[src/rtl/freq_divider_multi.sv]
// ============================================================================
// Module   : freq_divider_multi
// Brief    : Multi-channel programmable clock divider with square-wave and
//            wrap-pulse outputs; divisors update at period boundaries.
// Revision : 1.0 - initial release
// ============================================================================
`default_nettype none

module freq_divider_multi #(
  parameter int               NUM_CH      = 4,
  parameter int               CH_W        = 2,
  parameter int               WIDTH       = 28,
  parameter logic [WIDTH-1:0] DEFAULT_DIV = 28'd100000000
) (
  input  logic              Pulse,
  input  logic              Reset_n,
  input  logic [NUM_CH-1:0] En,
  input  logic              WrEn,
  input  logic [CH_W-1:0]   WrCh,
  input  logic [WIDTH-1:0]  WrData,
  output logic [NUM_CH-1:0] view,
  output logic [NUM_CH-1:0] tick
);

  localparam logic [0:0]       S_IDLE = 1'b0;
  localparam logic [0:0]       S_RUN  = 1'b1;
  localparam logic [WIDTH-1:0] c_one  = WIDTH'(1);
  localparam logic [WIDTH-1:0] c_two  = WIDTH'(2);

  for (genvar i = 0; i < NUM_CH; i++) begin : g_ch
    localparam logic [CH_W-1:0] c_ch_id = CH_W'(i);

    logic [0:0]       r_state;
    logic [0:0]       w_state_nxt;
    logic [WIDTH-1:0] r_cnt;
    logic [WIDTH-1:0] w_cnt_nxt;
    logic [WIDTH-1:0] r_active;
    logic [WIDTH-1:0] r_shadow;
    logic [WIDTH-1:0] w_div_eff;
    logic [WIDTH-1:0] w_half;
    logic [WIDTH-1:0] w_load_val;
    logic             w_wr_hit;
    logic             w_wrap;
    logic             w_load;
    logic             r_view;
    logic             r_tick;
    logic             w_view_nxt;
    logic             w_tick_nxt;

    // Channel ids beyond NUM_CH never match, so such writes fall on the floor.
    assign w_wr_hit   = WrEn && (WrCh == c_ch_id);
    assign w_div_eff  = (r_active < c_two) ? c_two : r_active;
    assign w_half     = w_div_eff >> 1;
    assign w_wrap     = (r_cnt >= (w_div_eff - c_one));
    // A write landing on the load edge must win over the stale shadow.
    assign w_load_val = w_wr_hit ? WrData : r_shadow;

    always_ff @(posedge Pulse or negedge Reset_n) begin
      if (!Reset_n) begin
        r_state  <= S_IDLE;
        r_cnt    <= '0;
        r_active <= DEFAULT_DIV;
        r_shadow <= DEFAULT_DIV;
        r_view   <= 1'b0;
        r_tick   <= 1'b0;
      end else begin
        r_state <= w_state_nxt;
        r_cnt   <= w_cnt_nxt;
        r_view  <= w_view_nxt;
        r_tick  <= w_tick_nxt;
        if (w_load)   r_active <= w_load_val;
        if (w_wr_hit) r_shadow <= WrData;
      end
    end

    always_comb begin
      w_state_nxt = r_state;
      w_cnt_nxt   = '0;
      w_load      = 1'b1;
      case (r_state)
        S_IDLE: begin
          if (En[i]) w_state_nxt = S_RUN;
        end
        S_RUN: begin
          if (!En[i]) begin
            w_state_nxt = S_IDLE;
          end else if (!w_wrap) begin
            w_cnt_nxt = r_cnt + c_one;
            w_load    = 1'b0;
          end
        end
        default: w_state_nxt = S_IDLE;
      endcase
    end

    always_comb begin
      w_view_nxt = 1'b0;
      w_tick_nxt = 1'b0;
      if (En[i]) begin
        case (r_state)
          S_IDLE: w_view_nxt = 1'b1;
          S_RUN: begin
            if (w_wrap) begin
              w_view_nxt = 1'b1;
              w_tick_nxt = 1'b1;
            end else begin
              w_view_nxt = ((r_cnt + c_one) < w_half);
            end
          end
          default: w_view_nxt = 1'b0;
        endcase
      end
    end

    assign view[i] = r_view;
    assign tick[i] = r_tick;
  end

endmodule

`default_nettype wire
[config.mk]
export PLATFORM = sky130hd
export DESIGN_NAME = freq_divider_multi
export DESIGN_NICKNAME = d
export VERILOG_FILES = /design/src/rtl/freq_divider_multi.sv
export SDC_FILE = /design/constraint.sdc
export NUM_CORES = 1
export LEC_CHECK = 0
export ABC_CLOCK_PERIOD_IN_PS = 6400
export BUFFER_PORTS_ARGS = -buffer_cell sky130_fd_sc_hd__buf_4
export CORE_MARGIN = 2
export CORE_UTILIZATION = 50
export DETAILED_ROUTE_END_ITERATION = 7
export GPL_ROUTABILITY_DRIVEN = 0
export GPL_TIMING_DRIVEN = 0
export PLACE_DENSITY = 0.77
export SYNTH_ARGS = -nofsm -noshare
export SYNTH_HDL_FRONTEND = slang
export SYNTH_SLANG_ARGS = --single-unit
[constraint.sdc]
create_clock -name Pulse -period 6.4 [get_ports Pulse]
set_input_delay 0.64 -clock Pulse [delete_from_list [all_inputs] [get_ports Pulse]]
set_output_delay 0.64 -clock Pulse [all_outputs]
set_load 0.02 [all_outputs]
; Word level (Yosys, flattened, before mapping)
; Index checks and enable logic that the tools add are counted.
[word_totals]
register_bits = 348
wordCells = 112
inputBits = 37
output_inout_bits = 8
[classes]
n_bitwise = 4
n_reduce_logical = 5
magnitude_cmp = 12
n_eq_ne = 3
add_sub_neg = 8
mux = 56
[ops]
columns = cell, n
row1 = two-way mux 28 bit, 20
row2 = "adder 28 x 1 -> 28 bit, second input constant", 4
row3 = >= comparator 28 bit, 4
row4 = "less-than comparator 28 x 2 -> 1 bit, second input constant", 4
row5 = less-than comparator 28 x 27 -> 1 bit, 4
row6 = "subtractor 28 x 1 -> 28 bit, second input constant", 4
row7 = two-way mux 1 bit, 32
row8 = one-hot mux 1 bit (2 select lines), 4
row9 = "== test 2 bit, second input constant", 2
row10 = logical AND 1 bit, 4
row11 = inverter 1 bit, 4
row12 = "== test 2 x 1 -> 1 bit, second input constant", 1
row13 = zero test 2 bit, 1

; Longest topological paths before layout
[logic_depth]
ltp_word = 7
mapped_depth = 19
ltp_nobuf = 18

; Least setup slack after synthesis
; No wires, ideal clock.
[synth_timing]
path_type = register to register
from = reg g_ch[2].r_active[6]
to = reg g_ch[2].r_active[25]
required_ns = 6.275
path_buffers = 1
t_arrival_ns = 5.000
slack_ns = 1.275
setup_time_ns = 0.125
path_stages_with_launch = 20
period_less_slack_ns = 5.125
cell_sequence = dfrtp_1 or4_1 or3_1 and3b_2 nand2b_1 ha_1 nor3b_1 nand4_1 nor2b_1 nor3b_1 nand3_1 xnor2_1 ha_1 a21oi_1 nand2_1 a221oi_1 o211ai_1 nor3_2 clkbuf_1 mux2_2
[synth_between]
elab_chain_len = 7
[synth_rtl]
columns = element, line_no
row1 = from (decl), 37  ; logic [WIDTH-1:0] r_active;
row2 = from (signal assigned), 71  ; if (w_load) r_active <= w_load_val;
row3 = less-than comparator 28 x 2 -> 1 bit, 52  ; assign w_div_eff = (r_active < c_two) ? c_two : r_active;
row4 = two-way mux 28 bit (*), 52
row5 = subtractor 28 x 1 -> 28 bit (*), 54  ; assign w_wrap = (r_cnt >= (w_div_eff - c_one));
row6 = >= comparator 28 bit (*), 54
row7 = two-way mux 1 bit (*), 87  ; end else if (!w_wrap) begin
row8 = two-way mux 1 bit (*), 85  ; if (!En[i]) begin
row9 = two-way mux 1 bit (*), 80  ; case (r_state)
; Mark *: on every way between the ends. The rest lies on a longest branch, timed or not.
; A chain may end at the register's enable or synchronous reset.

; Final worst setup path
[layout_timing]
from = reg g_ch[3].r_active[6]
to = reg g_ch[3].r_active[19]
[layout_between]
elab_chain_len = 7
[layout_rtl]
columns = element, line_no
row1 = from (decl), 37
row2 = from (signal assigned), 71
row3 = less-than comparator 28 x 2 -> 1 bit, 52
row4 = two-way mux 28 bit (*), 52
row5 = subtractor 28 x 1 -> 28 bit (*), 54
row6 = >= comparator 28 bit (*), 54
row7 = two-way mux 1 bit (*), 87
row8 = two-way mux 1 bit (*), 85
row9 = two-way mux 1 bit (*), 80
; Marks and branches as above.

==> run metrics <==
Worst Tran Pin Value 1.14 ns; Initial Utilization 0.508; sequential-to-total area share from yosys stat 0.413; top cells by area, synth dfrtp_1, ha_1, dfstp_2; Final Max Tran Viols 0; Tcrit/Tclk final 0.937; Port Buffer Count 44; Slew HR 0.235; post-CTS resize count 0; Netlist cell types 66; final number of setup-violating endpoints 0; reg-to-reg startpoint g_ch[3].r_active[6]; Worst Path Max Fanout 10; pin count of the biggest net entering global routing 122; Reg-to-Reg End g_ch[3].r_active[19]; final worst setup slack 0.404 ns; vias per cell 5.80; CTS tree built; DRC Markers 0; CP most frequent cell nand4_1; CP peak stage delay 0.60 ns; synthesized flop and latch total 348; total grt overflow 0; Synthesis Warnings 0; fmax 167 MHz; Mapped Avg Cell Area 10.7 sq um; area of the multi-input gates 0.0119 sq mm; worst path cell trace or4_1, nor3b_1, nand4_1, o21ai_0, ha_1, nand4_1, nor3_2, nand4_1, xnor2_1, ha_1, nand4_1, or4_1, o31ai_1, or3_1, buf_2, buf_4, mux2_2; PD cells 271 mW/mm^2; R2R setup slack 0.40 ns; total CTS buffers 38; initial antenna violation count 3; clock buffer depth 3; max-cap violations 0; Routed Wire Length 49.7 mm; Yosys top cell by area dfrtp_1; kind of start point of the critical path flip-flop; first-pass GRT wire length 80.6 mm; run status finished clean; setup bufs post-CTS 0; Non-Filler Instances 2,659; TritonCTS Sinks 348; final hold vios 0; setup TNS 0 ns; Final Skew 0.0109 ns; minimum clock period 6.00 ns; Reg area 0.00883 sq mm; Syn-to-layout area delta 11.3%; cts hold-fix bufs 0; routed via count 15,400; Main synth FF type dfrtp_1; net count reported at finish 2,351; Initial DRC Count 882; Crit Path Class flip-flop to flip-flop; number of nets with antenna violations after routing 0; drt pass-1 iters 5; Die ar. 0.0444 sq mm; die span in y 211 um; post-synth top area share 0.295; insertion delay to the later sink of the worst-skew pair 0.54 ns; Synth Instances 2,004; Placed Instances 2,589; clock-pin slew on the worst setup and hold paths 0.06 ns; # diodes 0; Hold Crit Class primary input to asynchronous set/reset pin; CP required 6.82 ns; Post-Syn Area 0.0214 sq mm; Post-synth EDFFs 0; fill cell count 3,493; Die Wd 211 um; ys async rst share 1.00; Syn Nets 2,265; GR Util All Layers 0.226; # IOs 45; Leak Pwr 10.7 nW; arrival time worst endpoint 6.42 ns; critical path capture point type flip-flop; worst slack, placed 0.176 ns; DPL Wire Length 37.3 mm; row count 75; vias in the first global route 15,900; share of layout cells above drive strength 1 0.224; Routed wire per std cell 18.7 um; Critical-path top delay cell or4_1; Overall Power 6.44 mW; Reg2Reg Depth 17; Root Buffer Master clkbuf_16; htree depth 2; VDD IR max 0.000228 V; core area 0.0420 sq mm
-- cell usage in the layout (no fill, tap or decap), drive strengths merged, types with 71 or more instances in the layout --
cell type  netlist  layout
xnor2          162     162
dfstp           96      96
ha             224     224
nor2           105     105
mux2           224     224
and2            89      89
dfrtp          252     252
clkbuf          19      75
buf             25      71
inv            129     129
nand3           81      81
nand2           99      99
-- per-stage QoR --
stage	cell area [sq um]	hold slack [ns]	utilization
finish	23800	0.200	0.565
global route	23800	0.218	0.565
CTS	23700	0.201	0.564
detailed placement	22400	0.449	0.533
global placement	22400	0.436	0.532
floorplan	21400	0.344	-
-- sequential cells by signal, indices dropped and copies added, names as in the netlist --
register       flops
g_ch.r_active    112
g_ch.r_cnt       112
g_ch.r_shadow    112
g_ch.r_state       4
g_ch.r_tick        4
g_ch.r_view        4
-- area by class of cell --
class / instances / share of cell area
Tap cell: 539 / 0.0284
Multi-Input combinational cell: 1483 / 0.500
Sequential cell: 348 / 0.371
Buffer: 44 / 0.00921
Timing Repair Buffer: 46 / 0.0165
Inverter: 129 / 0.0204
Clock inverter: 14 / 0.00779
Clock buffer: 56 / 0.0468
-- how the worst max path moves through the flow --
stage,startpoint,to,slack (ns),cells after the start
final,g_ch[3].r_active[6],g_ch[3].r_active[19],0.40,17
after global routing,g_ch[0].r_active[17],g_ch[0].r_active[25],-0.01,19
after detailed placement,g_ch[2].r_active[19],g_ch[2].r_active[25],0.18,19
after global placement,g_ch[2].r_active[19],g_ch[2].r_active[25],0.28,19
after floorplan,g_ch[2].r_active[6],g_ch[2].r_active[25],1.27,19
after CTS,g_ch[2].r_active[19],g_ch[2].r_active[25],0.08,19
-- per-layer routing --
layer,global-route usage,routed length (um),vias up
li1,-,-,7307
met1,0.296,21900,7692
met2,0.384,23900,343
met3,0.0391,2730,91
met4,0.0646,1230,0
met5,0,0,-
-- logic make-up (layout without fill, tap and decap cells) --
family / Yosys count / in the layout / synth area share
AND/OR/NAND/NOR: 645 / 645 / 0.165
flip-flops: 348 / 348 / 0.413
adder cells (fa/ha/maj): 224 / 224 / 0.131
multiplexers: 224 / 224 / 0.118
XOR/XNOR: 200 / 200 / 0.0820
AO/OA/AOI/OAI: 190 / 190 / 0.0578
buffers and inverters: 173 / 289 / 0.0328
-- synth_stat cells (3+ instances only) --
library cell	number
dfrtp_1	252
ha_1	224
mux2_2	224
xnor2_1	162
inv_1	129
nor2_1	105
nand2_1	99
dfstp_2	96
and2_1	89
nand3_1	81
nand4_1	65
a21oi_1	64
nor3_1	54
xor2_1	38
o21ai_0	33
nor2b_1	31
nor4_1	31
clkbuf_1	19
a21o_1	18
or4_1	16
and4_1	14
and3_1	13
buf_2	11
buf_4	10
or3_1	9
o21a_1	8
a211o_1	7
o31ai_1	7
a2111oi_0	6
a211oi_1	6
a221oi_1	6
a31oi_1	6
nor3b_1	6
or2_2	6
nand2b_1	5
o2111ai_1	5
o211ai_1	5
buf_1	4
nand3b_1	4
o22ai_1	3
o41ai_1	3
-- worst max-delay path, delay by kind of cell, from the launching register on --
family                     cells  cell delay (ns)
and+or+nand+nor                9             2.85
AOI/OAI and AO/OA              2             0.84
adders and majority gates      2             0.66
buffers and inverters          2             0.55
DFF                            1             0.45
muxes                          1             0.37
xor gates and xnor gates       1             0.17
-- power breakdown --
| group | total (mW) | switching (mW) | internal [mW] |
|---|---|---|---|
| clock network | 2.28 | 0.912 | 1.37 |
| registers | 2.86 | 0.274 | 2.59 |
| logic | 1.29 | 0.683 | 0.611 |
| total | 6.44 | 1.87 | 4.57 |
(Power assumes the default switching activity.)
